`config.mk`:
```
export PLATFORM = sky130hd
export DESIGN_NAME = hex_entry_reg
export DESIGN_NICKNAME = d
export VERILOG_FILES = /design/src/rtl/hex_entry_reg.sv
export SDC_FILE = /design/constraint.sdc
export NUM_CORES = 1
export LEC_CHECK = 0
export CAP_MARGIN = 20
export CORE_ASPECT_RATIO = 2
export CORE_MARGIN = 3
export CORE_UTILIZATION = 58
export CTS_CLUSTER_DIAMETER = 120
export DETAILED_ROUTE_END_ITERATION = 16
export PLACE_DENSITY = 0.82
export SYNTH_ARGS = -nofsm -noshare
export SYNTH_HDL_FRONTEND = slang
export SYNTH_SLANG_ARGS = --single-unit
```
`constraint.sdc`:
```
create_clock -name clk -period 2.6 [get_ports clk]
set_input_delay 0.52 -clock clk [delete_from_list [all_inputs] [get_ports clk]]
set_output_delay 0.52 -clock clk [all_outputs]
set_load 0.01 [all_outputs]
```
`src/rtl/hex_entry_reg.sv`:
```
// Hex-digit entry register: button-driven edit of a DIGITS-wide value with
// digit count, sticky overflow and a circular UNDO_DEPTH history of {value,count}.
module hex_entry_reg #(
  parameter int unsigned DIGITS     = 8,
  parameter int unsigned UNDO_DEPTH = 4,
  localparam int unsigned W  = 4 * DIGITS,
  localparam int unsigned CW = $clog2(DIGITS + 1),
  localparam int unsigned PW = (UNDO_DEPTH > 1) ? $clog2(UNDO_DEPTH) : 1,
  localparam int unsigned OW = $clog2(UNDO_DEPTH + 1)
) (
  input  logic          clk,
  input  logic          rst,
  input  logic [W-1:0]  din,
  input  logic [3:0]    hex,
  input  logic          add,
  input  logic          del,
  input  logic          set,
  input  logic          clr,
  input  logic          undo,
  output logic [W-1:0]  dout,
  output logic [CW-1:0] cnt,
  output logic          ovf,
  output logic          undo_avail
);

  logic [4:0]    btn;
  logic [4:0]    btn_q;
  logic [4:0]    btn_edge;
  logic          armed;

  logic [W-1:0]  hist_val [UNDO_DEPTH];
  logic [CW-1:0] hist_cnt [UNDO_DEPTH];
  logic [PW-1:0] wr_ptr;
  logic [PW-1:0] wr_ptr_inc;
  logic [PW-1:0] rd_ptr;
  logic [OW-1:0] occ;
  logic [OW-1:0] occ_d;

  logic [W-1:0]  add_val;
  logic [W-1:0]  del_val;
  logic [W-1:0]  dout_d;
  logic [CW-1:0] cnt_d;
  logic          ovf_d;
  logic          push;
  logic          pop;

  // armed stays low for the first post-reset edge so a button held through reset never acts
  assign btn      = {set, clr, add, del, undo};
  assign btn_edge = btn & ~btn_q & {5{armed}};

  // A single digit has no bits to shift through, so add replaces and del clears
  if (DIGITS == 1) begin : g_one_digit
    assign add_val = hex;
    assign del_val = '0;
  end else begin : g_multi_digit
    assign add_val = {dout[W-5:0], hex};
    assign del_val = {4'h0, dout[W-1:4]};
  end

  assign wr_ptr_inc = (wr_ptr == PW'(UNDO_DEPTH - 1)) ? '0 : wr_ptr + PW'(1);
  assign rd_ptr     = (wr_ptr == '0) ? PW'(UNDO_DEPTH - 1) : wr_ptr - PW'(1);

  // Operation select with priority set > clr > add > del > undo
  always_comb begin
    dout_d = dout;
    cnt_d  = cnt;
    ovf_d  = ovf;
    push   = 1'b0;
    pop    = 1'b0;
    if (btn_edge[4]) begin
      dout_d = din;
      cnt_d  = CW'(DIGITS);
      ovf_d  = 1'b0;
      push   = 1'b1;
    end else if (btn_edge[3]) begin
      dout_d = '0;
      cnt_d  = '0;
      ovf_d  = 1'b0;
      push   = 1'b1;
    end else if (btn_edge[2]) begin
      dout_d = add_val;
      push   = 1'b1;
      if (cnt == CW'(DIGITS)) begin
        ovf_d = 1'b1;
      end else begin
        cnt_d = cnt + CW'(1);
      end
    end else if (btn_edge[1]) begin
      if (cnt != '0) begin
        dout_d = del_val;
        cnt_d  = cnt - CW'(1);
        push   = 1'b1;
      end
    end else if (btn_edge[0]) begin
      if (occ != '0) begin
        dout_d = hist_val[rd_ptr];
        cnt_d  = hist_cnt[rd_ptr];
        pop    = 1'b1;
      end
    end
  end

  // Occupancy saturates at depth; a push when full overwrites the oldest slot
  always_comb begin
    occ_d = occ;
    if (push && (occ != OW'(UNDO_DEPTH))) begin
      occ_d = occ + OW'(1);
    end else if (pop) begin
      occ_d = occ - OW'(1);
    end
  end

  always_ff @(posedge clk or negedge rst) begin
    if (!rst) begin
      btn_q      <= '0;
      armed      <= 1'b0;
      dout       <= '0;
      cnt        <= '0;
      ovf        <= 1'b0;
      undo_avail <= 1'b0;
      wr_ptr     <= '0;
      occ        <= '0;
      for (int i = 0; i < int'(UNDO_DEPTH); i++) begin
        hist_val[i] <= '0;
        hist_cnt[i] <= '0;
      end
    end else begin
      btn_q      <= btn;
      armed      <= 1'b1;
      dout       <= dout_d;
      cnt        <= cnt_d;
      ovf        <= ovf_d;
      occ        <= occ_d;
      undo_avail <= (occ_d != '0);
      if (push) begin
        hist_val[wr_ptr] <= dout;
        hist_cnt[wr_ptr] <= cnt;
        wr_ptr           <= wr_ptr_inc;
      end else if (pop) begin
        wr_ptr <= rd_ptr;
      end
    end
  end

endmodule
```
Yosys cells after proc, flatten, opt, wreduce, memory -nomap -nowiden

Cells that the tools add are included.

Add/sub/neg operators: 6
Magnitude comparators: 3
Equality and inequality tests: 5
Muxes and demuxes: 48
Bitwise logic cells: 5
Reduce and logical (&&, ||, !) cells: 14

Operators by type and width:

| operator                                                                | count |
|---|---|
| 32-bit two-way mux                                                      | 10 |
| 128-bit bitwise mux                                                     | 1 |
| 32-bit binary-select mux with 2-bit select                              | 1 |
| 32-bit demux with 2-bit select                                          | 1 |
| 4-bit two-way mux                                                       | 11 |
| 16-bit bitwise mux                                                      | 1 |
| 1-bit two-way mux                                                       | 15 |
| 3-bit nonzero test                                                      | 4 |
| 5-bit bitwise AND                                                       | 2 |
| 5-bit nonzero test                                                      | 2 |
| 4-bit binary-select mux with 2-bit select                               | 1 |
| 4-bit demux with 2-bit select                                           | 1 |
| 2-bit two-way mux                                                       | 4 |
| 3-bit greater-or-equal comparator, second input constant                | 2 |
| 3-bit two-way mux                                                       | 2 |
| 2-bit NOT with 3-bit output                                             | 2 |
| 5-bit by 1-bit inequality test with 1-bit output, second input constant | 1 |
| 5-bit NOT                                                               | 1 |
| 4-bit by 1-bit adder with 4-bit output, second input constant           | 1 |
| 4-bit == test, second input constant                                    | 1 |
| 4-bit inequality test, second input constant                            | 1 |
| 4-bit AND reduction                                                     | 1 |
| 4-bit nonzero test                                                      | 1 |
| 4-bit by 1-bit subtractor with 4-bit output, second input constant      | 1 |
| 12 further kinds                                                        | 13 |

Register bits: 193
Input bits: 43
Output and inout port bits: 38
Word-level logic and storage cells: 97

Depth between registers and ports, before layout

Gate-level depths: netlist of the first run.

Depth in word-level cells: 12
Mapped depth: 9
Gate-level depth less buffers: 7

Worst setup path after synthesis of the first run

OpenSTA, ideal clock, no wires.

Path type: flip-flop to flip-flop
Start point: register wr_ptr[0]
End point: register dout[28]
Library setup time: 0.129 ns
Arrival: 2.042 ns
Data required time: 2.471 ns
Path slack: 0.429 ns
Cell stages (with the launch flop): 9
Period minus slack after synthesis: 2.171 ns
Cell sequence: dfrtp_1 inv_1 ha_1 nor2b_1 buf_4 buf_4 mux4_2 a221oi_1 a21oi_1

Cells in the longest elaborated chain, start to end: 12
Elaborated cells between the ends (all ways): 13

RTL lines:

| item                                                                           | RTL line | source |
|---|---|---|
| from (decl)                                                                    | 33       | `logic [PW-1:0] wr_ptr;` |
| from (signal assigned)                                                         | 138      | `wr_ptr <= wr_ptr_inc;` |
| from (signal assigned)                                                         | 140      | `wr_ptr <= rd_ptr;` |
| 2-bit by 1-bit subtractor with 2-bit output or 2-bit zero test (tied branches) | 61       | `assign rd_ptr = (wr_ptr == '0) ? PW'(UNDO_DEPTH - 1) : wr_ptr - PW'(1);` |
| 2-bit two-way mux *                                                            | 61       |  |
| 2-bit NOT with 3-bit output (not written as such) *                            | 96       | `dout_d = hist_val[rd_ptr];` |
| 32-bit binary-select mux with 2-bit select *                                   | 96       |  |
| 32-bit two-way mux (not written as such) * (2 in a row)                        | 96       |  |
| 32-bit two-way mux *                                                           | 95       | `if (occ != '0) begin` |
| 32-bit two-way mux *                                                           | 94       | `end else if (btn_edge[0]) begin` |
| 32-bit two-way mux *                                                           | 88       | `end else if (btn_edge[1]) begin` |
| 32-bit two-way mux *                                                           | 80       | `end else if (btn_edge[2]) begin` |
| 32-bit two-way mux *                                                           | 75       | `end else if (btn_edge[3]) begin` |
| 32-bit two-way mux *                                                           | 70       | `if (btn_edge[4]) begin` |
| to (signal assigned)                                                           | 130      | `dout <= dout_d;` |
| to (decl)                                                                      | 20       | `output logic [W-1:0] dout,` |

Mark *: on every way between the ends. The rest lies on a longest branch, timed or not. The select of a mux whose other input is x is not followed.
A chain may end at the register's enable or synchronous reset.

Worst setup path in the final report of the first run

Start point: register wr_ptr[0]
End point: register dout[11]

Same word-level chain as after synthesis.

==> results.sh, run 1 <==
export IMPL_status="finished clean"
export IMPL_hp_class="in -> async"
export IMPL_drive_gt1_share_pct=32.3
export IMPL_postSynthAreaPerCell_um2=13.4
export IMPL_antenna_found_initial=0
export IMPL_yosysUniqueCellTypes=52
export IMPL_synth_seq_area_share_pct=52.7
export IMPL_placed_cell_area_um2=10500
export IMPL_maxCapViolCount=0
export IMPL_die_w_um=94.9
export IMPL_post_route_period_util_pct=92.6
export IMPL_area_delta_synth_final_pct=21.5
export IMPL_synth_top_family_by_area="multiplexers"
export IMPL_synthAdderAreaFrac_pct=1.23
export IMPL_hpwl_um=15000
export IMPL_worstPathArrival_ps=2710
export IMPL_fmax_mhz=416
export IMPL_layout_min_cycle_time_ps=2410
export IMPL_synth_cells=685
export IMPL_synth_area_um2=9170
export IMPL_dp_slack_ps=16.9
export IMPL_start_kind="flop"
export IMPL_dr_pass1_iters=7
export IMPL_tns_ps=0
export IMPL_grt_max_degree=64
export IMPL_filler_cell_count=972
export IMPL_criticalPathCategory="reg -> reg"
export IMPL_ys_seq_elements=193
export IMPL_clock_skew_ps=9.76
export IMPL_synth_xor_area_share_pct=0.0955
export IMPL_ctsResizeCount=0
export IMPL_cp_end_kind="flop"
export IMPL_placementRows=64
export IMPL_ys_warn_count=0
export IMPL_cts_max_level=4
export IMPL_drt_iter0_markers=483
export IMPL_dp_cells=951
export IMPL_die_y_um=184
export IMPL_io_pins=81
export IMPL_synth_async_reset_ratio_pct=100
export IMPL_p_leak_nw=4.63
export IMPL_die_area_um2=17400
export IMPL_vias=6470
export IMPL_fin_ws_ps=193
export IMPL_start_util_pct=59.6
export IMPL_worstPathRequired_ps=2900
export IMPL_synthSimpleGateAreaFrac_pct=5.68
export IMPL_core_area_um2=15400
export IMPL_slew_headroom_pct=59.8
export IMPL_grt_pass1_wl_um=37300
export IMPL_clkLatencyLatePin_ps=430
export IMPL_vias_per_cell=6.59
export IMPL_port_buffers=80
export IMPL_synth_compound_area_share_pct=10.5
export IMPL_peakVddDrop_v=0.000825
export IMPL_power_density_nw_per_um2=1370
export IMPL_cts_hold_buf=0
export IMPL_finalInstanceArea_um2=11100
export IMPL_cts_made_buffers=17
export IMPL_final_hold_viol_count=0
export IMPL_clock_sinks=193
export IMPL_gp_congestion=0.827
export IMPL_routedWlPerCell_um=23.8
export IMPL_rsz0062_at_grt="false"
export IMPL_clock_path_buffers=2
export IMPL_fin_nets=824
export IMPL_synthMuxAreaShare_pct=26.4
export IMPL_remaining_drc_errors=0
export IMPL_slew_viol_final=0
export IMPL_crit_fanout=17
export IMPL_synth_ff_type="dfrtp_1"
export IMPL_path_clk_slew_ps=70
export IMPL_track_usage_pct=28.6
export IMPL_num_antenna_cells=0
export IMPL_ant_nets=0
export IMPL_post_cts_setup_buffer_count=0
export IMPL_syn_num_nets=737
export IMPL_grt_overflow=0
export IMPL_fin_hold_ws_ps=76.2
export IMPL_finalSetupViolations=0
export IMPL_worstMarginPinSlew_ps=604
export IMPL_cts_tree="yes"
export IMPL_synth_edf_count=0
export IMPL_root_buffer="clkbuf_16"
export IMPL_instances_no_fill=982
export IMPL_grt_pass1_vias=6936
export IMPL_wl_um=23400
## registers in the layout, indices dropped and copies added, names as in the netlist
signal,flops
armed,1
btn_q,5
cnt,4
dout,32
hist_cnt,16
hist_val,128
occ,3
ovf,1
undo_avail,1
wr_ptr,2
## layer usage
layer  up-vias  GRT usage [%]  wire [um]
li1       2744              -          -
met4         0           13.6        967
met5         -              0          0
met1      3328           34.8       8510
met2       316           48.2      12400
met3        82           5.69       1490
## kinds of logic (layout without fill, tap and decap cells)
logic type               after synthesis  in the layout
XOR/XNOR                               1              1
buffers and inverters                 57            156
flip-flops                           193            193
other                                  1              1
AO/OA/AOI/OAI                        130            130
multiplexers                         179            179
AND/OR/NAND/NOR                      115            115
adder cells (fa/ha/maj)                9              9
## through the flow
step	utilization [%]	total power, W
after floorplan	-	0.00989
after CTS	72.4	0.0153
after global placement	68.1	0.0118
final	72.4	0.0152
after detailed placement	68.1	0.0122
after global routing	72.4	0.0160
## Yosys cell counts (2+ instances only)
cell / n / area, um2
nand3b_1: 3 / 22.5
buf_4: 12 / 90.1
ha_1: 9 / 113
nor3_1: 2 / 10.0
nor2_1: 43 / 161
and2_1: 2 / 12.5
buf_2: 14 / 70.1
a22o_1: 2 / 17.5
o2bb2ai_1: 28 / 245
or3_1: 2 / 12.5
o31ai_1: 2 / 15.0
a31oi_1: 2 / 12.5
a211oi_1: 3 / 22.5
nand3_1: 3 / 15.0
nand2_1: 39 / 146
nor4_1: 3 / 18.8
a21oi_1: 36 / 180
and3_1: 3 / 18.8
clkbuf_1: 17 / 63.8
inv_1: 7 / 26.3
dfrtp_1: 193 / 4830
a221oi_1: 33 / 289
o22ai_1: 2 / 12.5
buf_6: 5 / 56.3
mux2_1: 5 / 56.3
mux2_2: 137 / 1540
o21ai_0: 8 / 40.0
buf_1: 2 / 7.51
o21a_1: 2 / 15.0
nor2b_1: 9 / 56.3
mux4_2: 36 / 811
## critical path, cell delays in order, from the launching register on
cell	delay, ps
dfrtp_1	460
inv_1	110
ha_1	270
nor2b_4	160
buf_4	370
mux4_2	560
nand2_1	100
o2bb2ai_1	130
a21oi_1	110
## cell usage in the layout, fill, tap and decap left out, types with 4 or more instances in the layout
cell and count:
mux2_2 137, nor2b_1 8, nand2_1 39, a21oi_1 36
clkdlybuf4s50_1 79, ha_1 9, buf_12 16, dfrtp_1 193
clkinv_4 4, o21ai_0 8, mux4_2 36, o2bb2ai_1 28
bufinv_16 6, inv_1 7, buf_4 22, a221oi_1 33
mux2_1 5, clkbuf_16 17, nor2_1 42
## power by group
group          total [W]  switching (W)  internal, W
combinational    0.00645        0.00267      0.00378
sequential       0.00584        0.00134      0.00449
clock            0.00295        0.00112      0.00183
## cell type report
type,instances,area (um2),share of cell area (%)
Tap cell,198,248,2.22
Clock buffer,18,439,3.94
Multi-Input combinational cell,435,4070,36.6
Inverter,7,26.3,0.236
Timing Repair Buffer,118,1290,11.6
Clock inverter,13,234,2.10
Sequential cell,193,4830,43.4
## path summary, 6_finish.rpt
check                                         startpoint                         to  slack [ps]  cells after the start
min in group clk                hist_cnt[11]$_DFFE_PN0P_   hist_cnt[11]$_DFFE_PN0P_         490                      1
max in group asynchronous                            rst  hist_val[117]$_DFFE_PN0P_        1730                      2
worst max register to register     wr_ptr[0]$_DFFE_PN0P_       dout[11]$_DFFE_PN0P_         190                      8
worst min register to register  hist_cnt[11]$_DFFE_PN0P_   hist_cnt[11]$_DFFE_PN0P_         490                      1
worst max-delay path               wr_ptr[0]$_DFFE_PN0P_       dout[11]$_DFFE_PN0P_         190                      8
worst min-delay path                                 rst    hist_cnt[6]$_DFFE_PN0P_          80                      1
Power figures use the tool's default switching activity.
==> run 2: changes to the inputs <==
Settings changed: ABC_AREA set to 0.
==> results of run 2 <==
The final DEF is identical to that of run 1; final timing and power are the same.
